## src/rtl/serial_adder_if.sv

```systemverilog
// rtl/serial_adder_if.sv - start/busy/done handshake and operand/result bundle for the serial adder
interface serial_adder_if #(
  parameter int WIDTH = 8
);
  logic             start;
  logic [WIDTH-1:0] a;
  logic [WIDTH-1:0] b;
  logic             ci;
  logic             busy;
  logic             done;
  logic [WIDTH-1:0] s;
  logic             co;

  modport master (output start, a, b, ci, input busy, done, s, co);
  modport slave  (input start, a, b, ci, output busy, done, s, co);
endinterface

```

## src/rtl/serial_adder.sv

```systemverilog
// rtl/serial_adder.sv - bit-serial adder: one full-adder cell plus carry flop, LSB first
module serial_adder #(
  parameter int WIDTH = 8
) (
  input  logic          clk,
  input  logic          rst_n,
  serial_adder_if.slave bus
);
  localparam int CW = (WIDTH > 1) ? $clog2(WIDTH) : 1;
  localparam logic [CW-1:0] LAST = CW'(WIDTH - 1);

  typedef enum logic [1:0] {IDLE, RUN, DONE} state_t;

  state_t           state, state_next;
  logic [WIDTH-1:0] a_sh, b_sh, sum_sh, sum_next, s_q;
  logic             carry, co_q, sbit, cnext;
  logic [CW-1:0]    cnt;

  always_ff @(posedge clk) begin
    if (!rst_n) state <= IDLE;
    else        state <= state_next;
  end

  always_comb begin
    state_next = state;
    case (state)
      IDLE:    if (bus.start) state_next = RUN;
      RUN:     if (cnt == LAST) state_next = DONE;
      DONE:    state_next = IDLE;
      default: state_next = IDLE;
    endcase
  end

  // Full-adder cell
  assign sbit  = a_sh[0] ^ b_sh[0] ^ carry;
  assign cnext = (a_sh[0] & b_sh[0]) | (a_sh[0] & carry) | (b_sh[0] & carry);

  // New sum bit enters at the MSB so the first-computed bit ends up at bit 0
  always_comb begin
    sum_next = sum_sh >> 1;
    sum_next[WIDTH-1] = sbit;
  end

  always_ff @(posedge clk) begin
    if (!rst_n) begin
      a_sh   <= '0;
      b_sh   <= '0;
      sum_sh <= '0;
      carry  <= 1'b0;
      cnt    <= '0;
      s_q    <= '0;
      co_q   <= 1'b0;
    end else begin
      case (state)
        IDLE: begin
          if (bus.start) begin
            a_sh   <= bus.a;
            b_sh   <= bus.b;
            carry  <= bus.ci;
            cnt    <= '0;
            sum_sh <= '0;
          end
        end
        RUN: begin
          carry  <= cnext;
          a_sh   <= a_sh >> 1;
          b_sh   <= b_sh >> 1;
          sum_sh <= sum_next;
          if (cnt == LAST) begin
            s_q  <= sum_next;
            co_q <= cnext;
          end else begin
            cnt <= cnt + 1'b1;
          end
        end
        default: ;
      endcase
    end
  end

  assign bus.busy = (state == RUN);
  assign bus.done = (state == DONE);
  assign bus.s    = s_q;
  assign bus.co   = co_q;
endmodule

```

## src/flat_wrapper.sv

```systemverilog
// flat-port wrapper written by rule: the top's interface ports become plain ports
module serial_adder_flat 
#(
  parameter int WIDTH = 8
)
  (clk, rst_n, bus_start, bus_a, bus_b, bus_ci, bus_busy, bus_done, bus_s, bus_co);
  serial_adder_if #(.WIDTH(WIDTH)) bus_i ();
  input  logic clk;
  input  logic rst_n;
  input wire logic [$bits(bus_i.start)-1:0] bus_start;
  input wire logic [$bits(bus_i.a)-1:0] bus_a;
  input wire logic [$bits(bus_i.b)-1:0] bus_b;
  input wire logic [$bits(bus_i.ci)-1:0] bus_ci;
  output wire logic [$bits(bus_i.busy)-1:0] bus_busy;
  output wire logic [$bits(bus_i.done)-1:0] bus_done;
  output wire logic [$bits(bus_i.s)-1:0] bus_s;
  output wire logic [$bits(bus_i.co)-1:0] bus_co;
  assign bus_i.start = bus_start;
  assign bus_i.a = bus_a;
  assign bus_i.b = bus_b;
  assign bus_i.ci = bus_ci;
  assign bus_busy = bus_i.busy;
  assign bus_done = bus_i.done;
  assign bus_s = bus_i.s;
  assign bus_co = bus_i.co;
  serial_adder #(.WIDTH(WIDTH)) u_core (.clk(clk), .rst_n(rst_n), .bus(bus_i));
endmodule
```

## config.mk

```make
export PLATFORM = sky130hd
export DESIGN_NAME = serial_adder_flat
export DESIGN_NICKNAME = d
export VERILOG_FILES = /design/src/rtl/serial_adder_if.sv /design/src/rtl/serial_adder.sv /design/src/flat_wrapper.sv
export SDC_FILE = /design/constraint.sdc
export NUM_CORES = 1
export LEC_CHECK = 0
export BUFFER_PORTS_ARGS = -buffer_cell sky130_fd_sc_hd__buf_4
export CORE_MARGIN = 1
export CORE_UTILIZATION = 58
export CTS_CLUSTER_SIZE = 12
export DETAILED_ROUTE_END_ITERATION = 6
export GPL_ROUTABILITY_DRIVEN = 1
export PLACE_DENSITY = 0.82
export SLEW_MARGIN = 20
export SYNTH_ARGS = -nofsm -noshare
export SYNTH_HDL_FRONTEND = slang
export SYNTH_SLANG_ARGS = --single-unit
```

## constraint.sdc

```tcl
create_clock -name clk -period 1.85 [get_ports clk]
set_input_delay 0.185 -clock clk [delete_from_list [all_inputs] [get_ports clk]]
set_output_delay 0.185 -clock clk [all_outputs]
set_load 0.01 [all_outputs]
```

Yosys cells after proc, flatten, opt, wreduce, memory -nomap -nowiden
Cells that the tools add are included.
{"block": "totals", "register_bits": 39, "memories": 0, "inputBits": 20, "mem_bits_rw": 0, "latchBits": 0, "rom_bits": 0, "out_inout_bits": 11, "wordCells": 42}
{"block": "classes", "shift": 0, "n_reduce_logical": 6, "n_addsub": 1, "n_eq_ne": 6, "muxes": 14, "n_div": 0, "mul": 0, "bitwise_logic": 7, "n_lt_le_gt_ge": 0}
{"op": "8-bit one-hot mux with 2 select lines", "count": 3}
{"op": "8-bit two-way mux", "count": 3}
{"op": "3-bit two-way mux", "count": 2}
{"op": "3-bit one-hot mux with 2 select lines", "count": 1}
{"op": "2-bit AND reduction", "count": 3}
{"op": "2-bit two-way mux", "count": 2}
{"op": "2-bit inequality test (second input constant)", "count": 2}
{"op": "2-bit one-hot mux with 2 select lines", "count": 1}
{"op": "3-bit by 1-bit adder with 3-bit output (second input constant)", "count": 1}
{"op": "1-bit AND", "count": 3}
{"op": "3-bit equality test (second input constant)", "count": 1}
{"op": "3-bit AND reduction", "count": 1}
{"op": "2-bit by 1-bit equality test with 1-bit output (second input constant)", "count": 1}
{"op": "2-bit equality test (second input constant)", "count": 1}
{"op": "2-bit zero test", "count": 1}
{"op": "2-bit by 1-bit inequality test with 1-bit output (second input constant)", "count": 1}
{"op": "1-bit bitwise OR", "count": 2}
{"op": "1-bit one-hot mux with 2 select lines", "count": 1}
{"op": "2-bit nonzero test", "count": 1}
{"op": "1-bit XOR", "count": 2}
{"op": "1-bit two-way mux", "count": 1}

Logic depth before layout (Yosys ltp)
Gate-level depths: netlist of the first run.
{"block": "logic_depth", "ltp_word": 4, "depth_mapped": 6, "mapped_depth_nobuf": 5}

Worst setup path before layout of the first run
OpenSTA, ideal clock, no wires.
{"block": "synth_timing", "path_type": "reg2reg", "start": "register u_core.cnt[0]", "end": "register u_core.co_q, in the netlist u_core.bus.co", "synth_period_minus_slack_ps": 1260, "n_path_buf": 0, "arrival_time_ps": 1144, "path_stages_with_launch": 6, "path_slack_ps": 590, "t_required_ps": 1734, "path_cell_list": "dfxtp_1 -> ha_1 -> ha_1 -> nand3b_2 -> mux2i_1 -> nor2b_1"}
{"block": "synth_via", "elab_chain_len": 2}
{"element": "start: declaration", "line_no": "serial_adder.sv:17", "text": "logic [CW-1:0] cnt;"}
{"element": "start signal: assignment", "line_no": "serial_adder.sv:73", "text": "cnt <= cnt + 1'b1;"}
{"element": "3-bit equality test", "line_no": "serial_adder.sv:69", "text": "if (cnt == LAST) begin"}
{"element": "2-bit AND reduction (no source line)"}
{"element": "end signal: assignment", "line_no": "serial_adder.sv:71", "text": "co_q <= cnext;"}
{"element": "end: declaration", "line_no": "serial_adder.sv:16", "text": "logic carry, co_q, sbit, cnext;"}
Every way passes these cells.
A chain may end at the register's enable or synchronous reset.

Final worst setup path of the first run
Ends and elaborated chain as after synthesis.

==> results by group, run 1 <==
Global routing
  • Total Routing Usage GR: 22.19%
  • GRT overflow: 0
  • Largest net degree at the start of global routing: 39
  • First-pass GRT wire length: 5492 µm
  • Vias in the first global route: around 1300
  • Initial antenna violation count: 0

Worst setup path
  • Crit path DAT: approximately 1.9 ns
  • CP required: roughly 2.1 ns
  • Crit path max-delay family: adder cells
  • Crit path buf inv count: 0
  • WP depth: 5
  • Cell count of the worst reg-to-reg path: 5
  • Worst path max stage delay: 0.45 ns
  • Crit-path most repeated cell: ha_1
  • CP max-delay cell: ha_1
  • Setup CP Type: reg -> reg
  • Worst Setup Start Kind: flip-flop
  • CP cell instances: ha_1 -> ha_1 -> nand3b_2 -> mux2i_1 -> nor2b_1
  • Worst Setup End Kind: flip-flop
  • Max FO, Critical Path: 14

Clock tree
  • CTS tree: done
  • TritonCTS Sinks: 38
  • Worst skew pair latency: 0.33 ns
  • Post-CTS sizing: 0
  • Bufs on Longest Clock Path: 2
  • Total CTS buffers: 5
  • Reg clk slew, reported paths: 0.11 ns
  • Post-CTS setup buffer count: 0
  • # hold bufs at CTS: 0
  • CTS H-tree depth: 2
  • Root Driver: clkbuf_4

Min path
  • Worst Hold Class: in -> reg
  • Worst Hold Path Cells: 3

Power and ir drop
  • Power share of the combinational group: a little under an eighth
  • Clock network fraction of design power: 34.5%
  • Switching Fraction: between 20% and 30%
  • Int Power: 1.273 mW
  • P_sw: 0.3743 mW
  • Sequential power share: 53.8%
  • Peak VDD IR: 0.0007255 V
  • PwrDens: between 800 and 900 nW/µm²
  • Total power: 1.648 mW
  • Lkg Pwr: around 0.9 nW

Placement
  • Area after DPL: 1897 µm²
  • PortBufs: 30
  • Gpl congestion: 0.8649
  • Placed insts: between 200 and 250
  • DPL Wire Length: 2155 µm

Floorplanning
  • Die height: 56.56 µm
  • IO Pins: 31
  • Initial core utilization: 62.08%
  • DIE AREA: 3199 µm²
  • Rows: 19
  • Core area: 2781 µm²
  • Overall die width: around 57 µm

Synthesis
  • FFs w/ async S/R, synth: 0%
  • Seq/Total Area, Yosys: 44.06%
  • Synth top area share: 44.06%
  • Register bit total from synthesis: 38
  • Synth Cell Area: 1727 µm²
  • Top post-synthesis cells by area: dfxtp_1 (44%), mux2i_1 (7.5%), o211a_1 (7.0%), nand2_1 (5.0%), a21boi_1 (4.8%)
  • Number of flops mapped to enable cells by yosys: 0
  • Yosys warns: 0
  • Synth area leader: dfxtp_1
  • Syn nets: 193
  • Ys flop type: dfxtp_1
  • Mapped Avg Cell Area: 10.16 µm²
  • Mapped Cells: 170
  • Synth cell types: 35

Timing
  • Slew @ Worst Pin: approximately 0.47 ns
  • Final min period: between 1.5 and 2 ns
  • Worst rel slew slack: 68.42%
  • Clk_skew: 0.005513 ns
  • Final Cycle Share: 90.59%
  • Hold slack: 0.1507 ns
  • Fin. Hold Viols: 0
  • Final setup violation count: 0
  • RSZ-0062 raised after global routing: no
  • Setup tns final: 0 ns
  • Max Fclk: 596.7 MHz
  • Pins Over Slew Limit: 0

Detailed routing
  • Post-route DRC: 0
  • Total wire length: 3139 µm
  • Via Count: 1304
  • Initial DRC Count: 46
  • Avg Vias per Cell: ~5.7
  • Antenna Violating Nets Remaining: 0
  • Avg WL per Cell: 13.83 µm
  • Pre-Repair DR Iteration Count: 4

Layout
  • Share of cells above drive strength 1: 23.47%
  • Fill cells: 222
  • Non-Filler Instances: between 200 and 250
  • Final Instance Area: 1978 µm²
  • Area grow syn2layout: 14.57%
  • Antenna diode count: 0
  • # nets final: around 220

Run
  • Max Cap Viol: 0

Status
  • Outcome: finished, final reports clean
## worst reg2reg max path, cell delays in order (launching register included)
cell      delay [ns]
dfxtp_1         0.40
ha_1            0.18
ha_1            0.45
nand3b_2        0.29
mux2i_1         0.21
nor2b_1         0.06
## power groups by stage
stage	clock, mW	combinational, mW	sequential [mW]
global placement	0	0.185	0.902
CTS	0.583	0.193	0.886
detailed placement	0	0.192	0.904
floorplan	0	0.159	0.893
finish	0.569	0.193	0.886
global route	0.609	0.216	0.891
## registers in the layout, indices dropped and copies added (netlist names)
name           flops
u_core.bus.co      1
u_core.b_sh        8
u_core.sum_sh      7
u_core.a_sh        8
u_core.carry       1
u_core.cnt         3
u_core.state       2
u_core.bus.s       8
## cell usage in the layout (no fill, tap or decap), drive strengths merged
cell | netlist | layout
o21bai | 1 | 1
a21boi | 13 | 13
nand3b | 1 | 1
and3 | 1 | 1
nor4b | 1 | 1
dfxtp | 38 | 38
ha | 2 | 2
o211a | 12 | 12
nand2 | 23 | 23
bufinv | 0 | 1
nand2b | 2 | 2
a31oi | 1 | 1
inv | 3 | 3
o21ai | 2 | 2
nor2b | 8 | 8
and2 | 1 | 1
buf | 11 | 33
mux2i | 13 | 13
nor2 | 3 | 3
nor3b | 1 | 1
o21ba | 1 | 1
nand4 | 2 | 2
a22oi | 7 | 7
a21oi | 3 | 3
o221ai | 3 | 3
fa | 1 | 1
o22ai | 3 | 3
a32oi | 2 | 2
nand3 | 8 | 8
clkbuf | 3 | 6
## cell type report
type / instances / area [µm²] / area share (%)
Tap cell: 31 / 38.79 / 1.961
Multi-Input combinational cell: 115 / 833.3 / 42.13
Inverter: 3 / 16.27 / 0.8223
Timing Repair Buffer: 33 / 247.7 / 12.52
Sequential cell: 38 / 760.7 / 38.46
Clock buffer: 6 / 51.30 / 2.593
Clock inverter: 1 / 30.03 / 1.518
## path summary, 6_finish.rpt
path | startpoint | slack [ns] | endpoint
setup / recovery | u_core.cnt[0]$_SDFFE_PN0P_ | 0.17 | u_core.bus.co$_SDFFE_PN0P_
hold / removal | bus_b[6] | 0.15 | u_core.b_sh[6]$_SDFFE_PN0P_
setup reg to reg | u_core.cnt[0]$_SDFFE_PN0P_ | 0.17 | u_core.bus.co$_SDFFE_PN0P_
hold reg to reg | u_core.bus.s[4]$_SDFFE_PN0P_ | 0.46 | u_core.bus.s[4]$_SDFFE_PN0P_
## cells in the mapped netlist (2+ instances only)
| cell type | number |
|---|---|
| nor2_1 | 3 |
| o21ai_0 | 2 |
| nand4_1 | 2 |
| nor2b_1 | 8 |
| o211a_1 | 12 |
| a32oi_1 | 2 |
| nand3_1 | 8 |
| inv_1 | 2 |
| a21oi_1 | 3 |
| mux2i_1 | 13 |
| nand2_1 | 23 |
| dfxtp_1 | 38 |
| o221ai_1 | 3 |
| a21boi_0 | 2 |
| clkbuf_1 | 3 |
| a22oi_1 | 7 |
| o22ai_1 | 3 |
| buf_6 | 6 |
| a21boi_1 | 11 |
| buf_2 | 3 |
| ha_1 | 2 |
## cells by family (layout without fill, tap and decap cells)
family	Yosys count	count (layout)	share of synthesized area [%]
AO/OA/AOI/OAI	48	48	22.68
multiplexers	13	13	7.536
AND/OR/NAND/NOR	51	51	15.44
flip-flops	38	38	44.06
adder cells (fa/ha/maj)	3	3	2.609
buffers and inverters	17	43	7.681
## through the flow
step | util [%] | setup WS (ns)
6_report | 71.12 | 0.1740
2_1_floorplan | - | 0.5899
3_3_place_gp | 68.20 | 0.3096
5_1_grt | 71.12 | 0.02399
4_1_cts | 71.12 | 0.1644
3_5_place_dp | 68.20 | 0.1808
## per-layer routing
layer	wire length [µm]	GRT usage [%]
met5	0	0
met4	51	10.45
met3	115	5.530
met2	1438	35.63
met1	1534	27.82
(Power assumes the default switching activity.)
==> run 2: changes to the inputs <==
Settings changed: PLACE_DENSITY 0.82 to 0.84.
==> run 2 against run 1 <==
Non-clock buffer count is 1 lower. Die area is the same. Routed wire length rose by 4.8%. Critical path depth is the same. Via count rose by 1.8%. Combinational power about the same. Clock power shrank 23%. Sequential power barely moved. Final cell count stayed put. Clock skew increased by 0.0012 ns.
==> results by group, run 2 (synthesis gave the netlist of run 1 again) <==
Power and ir drop
  • Int Power: 1.142 mW (-10%)
  • Clock network fraction of design power: 28.8% (-5.7 points)
  • Switching Fraction: 24.76% (+2.1 points)
  • Lkg Pwr: 0.8885 nW (-1.6%)
  • Peak VDD IR: 0.0007465 V (+2.9%)
  • P_sw: 0.3758 mW (+0.40%)
  • Sequential power share: 58.4% (+4.6 points)
  • PwrDens: 778.4 nW/µm² (-6.6%)
  • Total power: 1.517 mW (-7.9%)
  • Power share of the combinational group: 12.8% (+1.1 points)

Timing
  • Worst rel slew slack: 68.15% (-0.27 points)
  • Slew @ Worst Pin: 0.4775 ns (+0.003713 ns)
  • RSZ-0062 raised after global routing: no
  • Final setup violation count: 0 (unchanged)
  • Hold slack: 0.1632 ns (+0.01254 ns)
  • Max Fclk: 608.6 MHz (+2.0%)
  • Setup tns final: 0 ns (unchanged)
  • Final Cycle Share: 88.82% (-1.8 points)
  • Clk_skew: 0.006667 ns (+0.001154 ns)
  • Final min period: 1.643 ns (-0.03285 ns)
  • Pins Over Slew Limit: 0 (unchanged)
  • Worst setup margin: 0.2069 ns (+0.03285 ns)
  • Fin. Hold Viols: 0 (unchanged)

Clock tree
  • Worst skew pair latency: 0.33 ns (about the same)
  • CTS H-tree depth: 2 (unchanged)
  • Root Driver: clkbuf_4
  • Post-CTS setup buffer count: 0 (unchanged)
  • CTS tree: done
  • Reg clk slew, reported paths: 0.10 ns (about the same)
  • TritonCTS Sinks: 38 (unchanged)
  • Bufs on Longest Clock Path: 2 (unchanged)
  • Post-CTS sizing: 0 (unchanged)
  • Total CTS buffers: 5 (unchanged)
  • # hold bufs at CTS: 0 (unchanged)

Floorplanning
  • Overall die width: 56.56 µm (unchanged)
  • Rows: 19 (unchanged)
  • Initial core utilization: 62.08% (unchanged)
  • IO Pins: 31 (unchanged)
  • Core area: 2781 µm² (unchanged)
  • Die height: 56.56 µm (unchanged)
  • DIE AREA: 3199 µm² (unchanged)

Worst setup path
  • CP max-delay cell: ha_1
  • WP depth: 5 (unchanged)
  • Crit path DAT: 1.88 ns (-0.03 ns)
  • Worst path max stage delay: 0.43 ns (-0.02 ns)
  • Crit path max-delay family: adder cells
  • CP required: 2.08 ns (about the same)
  • Setup CP Type: reg -> reg
  • Max FO, Critical Path: 14 (unchanged)
  • Worst Setup Start Kind: flip-flop
  • Crit-path most repeated cell: ha_1
  • CP cell instances: ha_1 -> ha_1 -> nand3b_2 -> mux2i_1 -> nor2b_1
  • Worst Setup End Kind: flip-flop
  • Cell count of the worst reg-to-reg path: 5 (unchanged)
  • Crit path buf inv count: 0 (unchanged)

Min path
  • Worst Hold Class: in -> reg
  • Worst Hold Path Cells: 3 (unchanged)

Global routing
  • GRT overflow: 0 (unchanged)
  • Total Routing Usage GR: 22.82% (+0.63 points)
  • Vias in the first global route: 1289 (-0.31%)
  • Initial antenna violation count: 0 (unchanged)
  • First-pass GRT wire length: 5644 µm (+2.8%)
  • Largest net degree at the start of global routing: 39 (unchanged)

Layout
  • Multi-input logic area: 833.3 µm² (unchanged)
  • Share of cells above drive strength 1: 22.96% (-0.51 points)
  • Layout Utilization: 70.09% (-1.0 points)
  • Fill cells: 216 (-2.7%)
  • Most frequent cells in the layout: dfxtp_1 (38), buf_4 (32), nand2_1 (23)
  • Final Instance Area: 1949 µm² (-1.5%)
  • Register Area: 760.7 µm² (unchanged)
  • Non-Filler Instances: 227 (unchanged)
  • Most common cell after layout, fill and taps aside: dfxtp_1
  • Antenna diode count: 0 (unchanged)
  • # nets final: 218 (-0.46%)
  • Area grow syn2layout: 12.90%

Detailed routing
  • Initial DRC Count: 38 (-17%)
  • Antenna Violating Nets Remaining: 0 (unchanged)
  • Avg Vias per Cell: 5.846 (+1.8%)
  • Avg WL per Cell: 14.50 µm (+4.8%)
  • Via Count: 1327 (+1.8%)
  • Post-route DRC: 0 (unchanged)
  • Pre-Repair DR Iteration Count: 4 (unchanged)
  • Total wire length: 3291 µm (+4.8%)

Placement
  • Placed insts: 219 (-0.45%)
  • DPL Wire Length: 2341 µm (+8.6%)
  • Worst slack, placed: 0.2185 ns (+0.03762 ns)
  • PortBufs: 30 (unchanged)
  • Area after DPL: 1889 µm² (-0.40%)
  • Gpl congestion: 0.8802 (+1.8%)

Status
  • Outcome: finished, final reports clean

Run
  • Max Cap Viol: 0 (unchanged)
## run 2: cell count changes in the layout (fill, tap and decap cells not counted), sizes merged
cell	delta
bufinv	-1
buf	-1
clkinv	+1
clkbuf	+1
## run 2: tightest hold or removal path: cells and delay by family
family,cells,cell delay [ns]
AO/OA/AOI/OAI,1,0.08
buffers and inverters,1,0.11
AND/OR/NAND/NOR,1,0.08
## run 2: worst paths after layout
kind,to,startpoint,slack (ns)
hold reg to reg,u_core.bus.s[3]$_SDFFE_PN0P_,u_core.bus.s[3]$_SDFFE_PN0P_,0.46
setup / recovery,u_core.bus.co$_SDFFE_PN0P_,u_core.cnt[0]$_SDFFE_PN0P_,0.21
setup reg to reg,u_core.bus.co$_SDFFE_PN0P_,u_core.cnt[0]$_SDFFE_PN0P_,0.21
hold / removal,u_core.b_sh[7]$_SDFFE_PN0P_,bus_b[7],0.16
## run 2: layout make-up
class	instances	area share, %
clock inverter	1	0.2567
sequential	38	39.02
multi-input combinational	115	42.75
inverter	3	0.8344
clock buffer	7	2.824
timing repair buffer	32	12.32
tap	31	1.990
## run 2: per-layer routing
metal / global-route usage, % / part of all wire [%] / routed length [µm]
met1: 28.13 / 45 / 1487
met2: 37.48 / 50 / 1630
met3: 5.530 / 3.5 / 115
met4: 10.45 / 1.7 / 57
met5: 0 / 0 / 0
## run 2: power groups by stage
stage / registers, mW / clock network (mW) / logic, mW
6_report: 0.886 / 0.437 / 0.194
5_1_grt: 0.891 / 0.491 / 0.215
4_1_cts: 0.886 / 0.449 / 0.196
3_5_place_dp: 0.904 / 0 / 0.195
3_3_place_gp: 0.901 / 0 / 0.183
2_1_floorplan: 0.893 / 0 / 0.159
